$ cat config.mk
export PLATFORM = sky130hd
export DESIGN_NAME = alu_issue_ctrl
export DESIGN_NICKNAME = d
export VERILOG_FILES = /design/src/rtl/alu_issue_ctrl.sv
export SDC_FILE = /design/constraint.sdc
export NUM_CORES = 1
export LEC_CHECK = 0
export CAP_MARGIN = 30
export CORE_MARGIN = 4
export CORE_UTILIZATION = 39
export DETAILED_ROUTE_END_ITERATION = 10
export PLACE_DENSITY = 0.83
export SETUP_SLACK_MARGIN = 0.4
export SYNTH_ARGS = -nofsm -noshare
export SYNTH_HDL_FRONTEND = slang
export SYNTH_SLANG_ARGS = --single-unit
$ cat constraint.sdc
create_clock -name CLK -period 2.8 [get_ports CLK]
set_input_delay 0.7 -clock CLK [delete_from_list [all_inputs] [get_ports CLK]]
set_output_delay 0.7 -clock CLK [all_outputs]
set_load 0.05 [all_outputs]
$ cat src/rtl/alu_issue_ctrl.sv
// -----------------------------------------------------------------------------
// alu_issue_ctrl
//
// Purpose: accepts ALU operations from two requesters, arbitrates between them
// round-robin, optionally fetches operand B from memory, issues the operation
// to the ALU, waits for the result and returns it to the requester that owns
// it. Only one operation is in flight at a time.
//
// Optional feature: define ALU_ISSUE_TIMEOUT_EN to bound the wait for the ALU
// result to TIMEOUT cycles. On expiry the result is returned with RES_ERR=1 and
// RES_DATA=0. Without the macro the controller waits for EX_VLD forever and no
// timer is built.
//
// Ports:
//   CLK, RST            clock, asynchronous active-high reset
//   REQ_VLD / REQ_RDY   per-requester handshake (REQ_RDY one-hot or zero)
//   REQ_OP, REQ_MOVI    per-requester opcode (4b) and operand-B source (2b)
//   REQ_A/B/IMM         per-requester operands
//   MEM_REQ/VLD/DATA    memory operand fetch
//   ALU_VLD/RDY         ALU issue handshake
//   ALU_OP/MOVI/A/B/MEM/IMM  issued operation fields, stable while ALU_VLD
//   EX_VLD, EX_DATA     ALU result
//   RES_VLD/DATA/ERR    one-hot result strobe, result and error flag
//
// State table:
//   state       | meaning
//   ------------+------------------------------------------------------------
//   S_IDLE      | arbitrate requests, latch the winner's fields on REQ_RDY
//   S_MEM_FETCH | MEM_REQ held high until MEM_VLD delivers operand B
//   S_ISSUE     | ALU_VLD held high with stable fields until ALU_RDY
//   S_WAIT_RES  | waiting for EX_VLD (or timeout when enabled)
//   S_RESP      | one-cycle RES_VLD pulse to the owning requester
// -----------------------------------------------------------------------------
module alu_issue_ctrl #(
    parameter int DATA_WIDTH = 8,
    parameter int TIMEOUT    = 16
) (
    input  logic                    CLK,
    input  logic                    RST,
    input  logic [1:0]              REQ_VLD,
    output logic [1:0]              REQ_RDY,
    input  logic [7:0]              REQ_OP,
    input  logic [3:0]              REQ_MOVI,
    input  logic [2*DATA_WIDTH-1:0] REQ_A,
    input  logic [2*DATA_WIDTH-1:0] REQ_B,
    input  logic [2*DATA_WIDTH-1:0] REQ_IMM,
    output logic                    MEM_REQ,
    input  logic                    MEM_VLD,
    input  logic [DATA_WIDTH-1:0]   MEM_DATA,
    output logic                    ALU_VLD,
    input  logic                    ALU_RDY,
    output logic [3:0]              ALU_OP,
    output logic [1:0]              ALU_MOVI,
    output logic [DATA_WIDTH-1:0]   ALU_A,
    output logic [DATA_WIDTH-1:0]   ALU_B,
    output logic [DATA_WIDTH-1:0]   ALU_MEM,
    output logic [DATA_WIDTH-1:0]   ALU_IMM,
    input  logic                    EX_VLD,
    input  logic [DATA_WIDTH-1:0]   EX_DATA,
    output logic [1:0]              RES_VLD,
    output logic [DATA_WIDTH-1:0]   RES_DATA,
    output logic                    RES_ERR
);

    localparam logic [1:0] MOVI_MEM = 2'b01;
    localparam logic [1:0] MOVI_RSV = 2'b11;

    typedef enum logic [2:0] {
        S_IDLE,
        S_MEM_FETCH,
        S_ISSUE,
        S_WAIT_RES,
        S_RESP
    } state_t;

    if (TIMEOUT < 1) begin : g_timeout_check
        $error("alu_issue_ctrl: TIMEOUT must be at least 1");
    end

    state_t state;
    logic   last_gnt;   // index of the requester granted most recently
    logic   owner;      // index of the requester owning the in-flight op

    logic [1:0]            gnt;
    logic                  gnt_idx;
    logic [3:0]            sel_op;
    logic [1:0]            sel_movi;
    logic [DATA_WIDTH-1:0] sel_a;
    logic [DATA_WIDTH-1:0] sel_b;
    logic [DATA_WIDTH-1:0] sel_imm;

`ifdef ALU_ISSUE_TIMEOUT_EN
    localparam int TMR_W = (TIMEOUT > 1) ? $clog2(TIMEOUT) : 1;
    localparam logic [TMR_W-1:0] TMR_LOAD = TMR_W'(TIMEOUT - 1);
    logic [TMR_W-1:0] tmr;
`endif

    // REQ_RDY is the combinational ready half of the request handshake: the
    // winner sees it in the same IDLE cycle its fields are captured. With
    // both requesting, the one not granted last wins.
    always_comb begin
        gnt = 2'b00;
        if (state == S_IDLE && !RST) begin
            case (REQ_VLD)
                2'b01:   gnt = 2'b01;
                2'b10:   gnt = 2'b10;
                2'b11:   gnt = last_gnt ? 2'b01 : 2'b10;
                default: gnt = 2'b00;
            endcase
        end
    end

    assign REQ_RDY = gnt;
    assign gnt_idx = gnt[1];

    always_comb begin
        sel_op   = gnt_idx ? REQ_OP[7:4]   : REQ_OP[3:0];
        sel_movi = gnt_idx ? REQ_MOVI[3:2] : REQ_MOVI[1:0];
        sel_a    = gnt_idx ? REQ_A[2*DATA_WIDTH-1:DATA_WIDTH]
                           : REQ_A[DATA_WIDTH-1:0];
        sel_b    = gnt_idx ? REQ_B[2*DATA_WIDTH-1:DATA_WIDTH]
                           : REQ_B[DATA_WIDTH-1:0];
        sel_imm  = gnt_idx ? REQ_IMM[2*DATA_WIDTH-1:DATA_WIDTH]
                           : REQ_IMM[DATA_WIDTH-1:0];
    end

    always_ff @(posedge CLK or posedge RST) begin
        if (RST) begin
            state    <= S_IDLE;
            last_gnt <= 1'b1;   // requester 0 wins the first tie
            owner    <= 1'b0;
            MEM_REQ  <= 1'b0;
            ALU_VLD  <= 1'b0;
            ALU_OP   <= '0;
            ALU_MOVI <= '0;
            ALU_A    <= '0;
            ALU_B    <= '0;
            ALU_MEM  <= '0;
            ALU_IMM  <= '0;
            RES_VLD  <= '0;
            RES_DATA <= '0;
            RES_ERR  <= 1'b0;
`ifdef ALU_ISSUE_TIMEOUT_EN
            tmr      <= '0;
`endif
        end else begin
            RES_VLD <= '0;
            case (state)
                S_IDLE: begin
                    if (gnt != 2'b00) begin
                        owner    <= gnt_idx;
                        last_gnt <= gnt_idx;
                        ALU_OP   <= sel_op;
                        ALU_MOVI <= sel_movi;
                        ALU_A    <= sel_a;
                        ALU_B    <= sel_b;
                        ALU_IMM  <= sel_imm;
                        ALU_MEM  <= '0;
                        if (sel_movi == MOVI_MEM) begin
                            MEM_REQ <= 1'b1;
                            state   <= S_MEM_FETCH;
                        end else if (sel_movi == MOVI_RSV) begin
                            // Reserved source: answer with an error, never
                            // touch memory or the ALU.
                            RES_VLD  <= gnt;
                            RES_DATA <= '0;
                            RES_ERR  <= 1'b1;
                            state    <= S_RESP;
                        end else begin
                            ALU_VLD <= 1'b1;
                            state   <= S_ISSUE;
                        end
                    end
                end

                S_MEM_FETCH: begin
                    if (MEM_VLD) begin
                        ALU_MEM <= MEM_DATA;
                        MEM_REQ <= 1'b0;
                        ALU_VLD <= 1'b1;
                        state   <= S_ISSUE;
                    end
                end

                S_ISSUE: begin
                    if (ALU_RDY) begin
                        ALU_VLD <= 1'b0;
                        state   <= S_WAIT_RES;
`ifdef ALU_ISSUE_TIMEOUT_EN
                        tmr     <= TMR_LOAD;
`endif
                    end
                end

                S_WAIT_RES: begin
                    if (EX_VLD) begin
                        RES_DATA <= EX_DATA;
                        RES_ERR  <= 1'b0;
                        RES_VLD  <= {owner, ~owner};
                        state    <= S_RESP;
                    end
`ifdef ALU_ISSUE_TIMEOUT_EN
                    // Terminal count reached after TIMEOUT cycles in WAIT_RES.
                    else if (tmr == '0) begin
                        RES_DATA <= '0;
                        RES_ERR  <= 1'b1;
                        RES_VLD  <= {owner, ~owner};
                        state    <= S_RESP;
                    end else begin
                        tmr <= tmr - 1'b1;
                    end
`endif
                end

                S_RESP: begin
                    state <= S_IDLE;
                end

                default: begin
                    state <= S_IDLE;
                end
            endcase
        end
    end

endmodule

==> summary.txt <==
Share of cells above drive strength 1 - 11.90%
Worst-case vdd ir drop - 0.6771 mV
Post-Route WL - 6.918 mm
Input/output buffers - 135
Syn Inst Count - 244
Register area share after synthesis - 54.63%
HP Start - last_gnt
Fin Clk Skew - 0.007386 ns
Top Ports - 136
FFs w/ async S/R, synth - 100.0%
Vias in the first global route - 2255
Remaining global-route overflow - 0
Maxcap violations - 0
Initial antenna violation count - 0
Worst-path clk slew - 0.09 ns
Post-synth top area cell - dfrtp_1
Worst hold stages - 2
Worst-Margin Slew - 0.6445 ns
Worst setup path class - input pin to output port
Drt via density - 4.966
Chip Height - 89.14 um
Sink Count - 56
Iteration count of the initial detailed-routing pass - 4
Drt drc - 0
Final-report hold violation count - 0
Final setup viols - 0
Mapped Area - 2567 sq um
Main synth FF type - dfrtp_1
Crit path DAT - 1.63 ns
YS warnings - 0
Max Freq - 428.9 MHz
Vias post-DR - 2344
Number of routed nets with antenna violations - 0
Count of flip-flops with a built-in enable after synthesis - 0
Die area - 7945 sq um
Reg2reg setup slack - 0.68 ns
R2r worst-path depth - 5
Skew-Pair Late Insertion Delay - 0.30 ns
Total power - 0.004635 W
Critical R2R Launch - state[1]
Root Driver - clkbuf_8
Fin. max-slew vios - 0
Mapped Nets - 327
GRT Util Overall - 16.70%
Worst Path Required - 2.10 ns
RSZ-0062 raised after global routing - false
Largest net degree at the start of global routing - 45
Initial DRC Count - 95
Fill cells - 507
Synth top area cells - dfrtp_1 54%, mux2i_1 14%, nand2_1 7.0%
DPL Wire Length - 5.219 mm
Worst min-delay path class - flip-flop to flip-flop
Fin Hold WS - 0.4861 ns
Power density cells - 1084 nW/um^2
Die Width - 89.14 um
Synth unique cells - 39
Crit path max fanout - 4
DR WL/cell - 14.66 um
Avg Synthesized Cell Area - 10.52 sq um
Area of the core - 6386 sq um
Kind of end point of the critical path - output port
Hold EP - last_gnt
Initial Utilization - 40.20%
Htree depth - 2
CTS tree - done
Number of buffers created by CTS - 5
Share of the synthesized area in the top cell type - 53.61%
Hold-fix buffers, CTS - 0
FP Rows - 29
Nets - 477
Tmin final - 2.332 ns
Setup crit start kind - input pin
Antenna Cells - 0
Headroom to the max-slew limit - 56.93%
Final period util - 83.28%
FF-to-FF End - RES_DATA[5]
Status - finished, final reports clean
Clock Tree Buf Depth - 2
Leak pwr - 1.988 nW
Yosys reg bits - 56
First-pass GRT wire length - 10.39 mm
Routability cong. - 0.8376
Syn-to-layout area delta - 66.57%
-- metal layers --
layer  wire (um)  up-vias  part of all wire (%)  global-route usage (%)
met1        2718     1109                    39                   20.18
met4          21        0                  0.30                   4.330
li1            -     1147                     -                       -
met5           0        -                     0                       0
met3         563        2                   8.1                   4.977
met2        3615       86                    52                   29.07
-- cells in the final DEF (no fill, tap or decap), types with 2 or more instances in the layout --
| cell | instances |
|---|---|
| a21oi_1 | 4 |
| o32ai_1 | 2 |
| clkdlybuf4s50_1 | 130 |
| nor2_1 | 4 |
| clkbuf_8 | 6 |
| o21ai_1 | 32 |
| clkinvlp_4 | 2 |
| buf_12 | 2 |
| nand2_1 | 47 |
| inv_1 | 12 |
| dfrtp_2 | 3 |
| a22o_1 | 8 |
| mux2i_1 | 37 |
| o41ai_1 | 2 |
| buf_4 | 20 |
| dfrtp_1 | 52 |
-- area by class of cell --
class	instances	area, sq um	share of cell area, %
clock inverter	2	15.01	0.3511
multi-input combinational	160	1076	25.16
sequential	56	1406	32.88
inverter	14	57.56	1.346
timing repair buffer	157	1543	36.07
tap	77	96.34	2.253
clock buffer	6	82.58	1.931
-- flip-flops by register name (all words and copies together), names as in the netlist --
| name | cells |
|---|---|
| ALU_MOVI | 2 |
| last_gnt | 1 |
| ALU_B | 8 |
| ALU_OP | 4 |
| ALU_A | 8 |
| ALU_VLD | 1 |
| owner | 1 |
| ALU_IMM | 8 |
| RES_VLD | 2 |
| RES_ERR | 1 |
| ALU_MEM | 8 |
| MEM_REQ | 1 |
| RES_DATA | 8 |
| state | 3 |
-- metrics by stage --
step / instance area, sq um / util (%) / cells / setup TNS [ns] / setup slack, ns
4_1_cts: 4180 / 65.46 / 461 / 0 / 0.3516
3_3_place_gp: 4046 / 63.36 / 451 / 0 / 0.03730
2_1_floorplan: 2576 / - / 244 / 0 / 0.4199
3_5_place_dp: 4046 / 63.36 / 451 / -0.07928 / -0.02235
6_report: 4277 / 66.97 / 472 / 0 / 0.4683
5_1_grt: 4277 / 66.97 / 472 / 0 / 0.4198
-- worst max path at each step --
stage                     slack (ns)      from  depth (start not counted)     endpoint
after floorplan                 0.42       RST                          5   REQ_RDY[0]
after global placement          0.04       RST                          7  RES_DATA[6]
after detailed placement       -0.02       RST                          7  RES_DATA[2]
after CTS                       0.35       RST                          7   REQ_RDY[0]
after global routing            0.42  state[2]                          6   REQ_RDY[0]
final                           0.47       RST                          7   REQ_RDY[0]
-- cells in the mapped netlist (2+ instances only) --
| master | number |
|---|---|
| o41ai_1 | 2 |
| nor2_1 | 5 |
| a22o_1 | 8 |
| o32ai_1 | 2 |
| clkbuf_1 | 7 |
| dfrtp_1 | 55 |
| mux2i_1 | 37 |
| o21ai_1 | 32 |
| inv_1 | 13 |
| nand2_1 | 48 |
| buf_1 | 2 |
| buf_2 | 3 |
| a21oi_1 | 4 |
-- worst max-delay path, stage by stage --
cell             delay (ns)
clkdlybuf4s15_1        0.20
nor4_2                 0.14
buf_4                  0.18
nand3_4                0.10
inv_6                  0.11
nor2_4                 0.04
buf_8                  0.15
-- cells by family (layout without fill, tap and decap cells) --
kind of cell    after synthesis  after routing  synth area share (%)
compound gates               57             57                 14.08
buf+inv                      28            179                 5.166
flops                        56             56                 54.63
mux                          37             37                 14.43
simple gates                 66             66                 11.70
-- power by group --
group / internal (W) / switching (W)
sequential: 0.00116 / 0.000214
clock: 0.000201 / 0.000252
combinational: 0.00103 / 0.00178
total: 0.00239 / 0.00224
-- what timing repair did --
item	4_1_cts	5_1_grt
endpoints found under the setup margin	10	2
pin swaps	1	2
resized for setup	6	8
setup buffers	2	10
No activity file was read; power rests on OpenSTA's default activity.
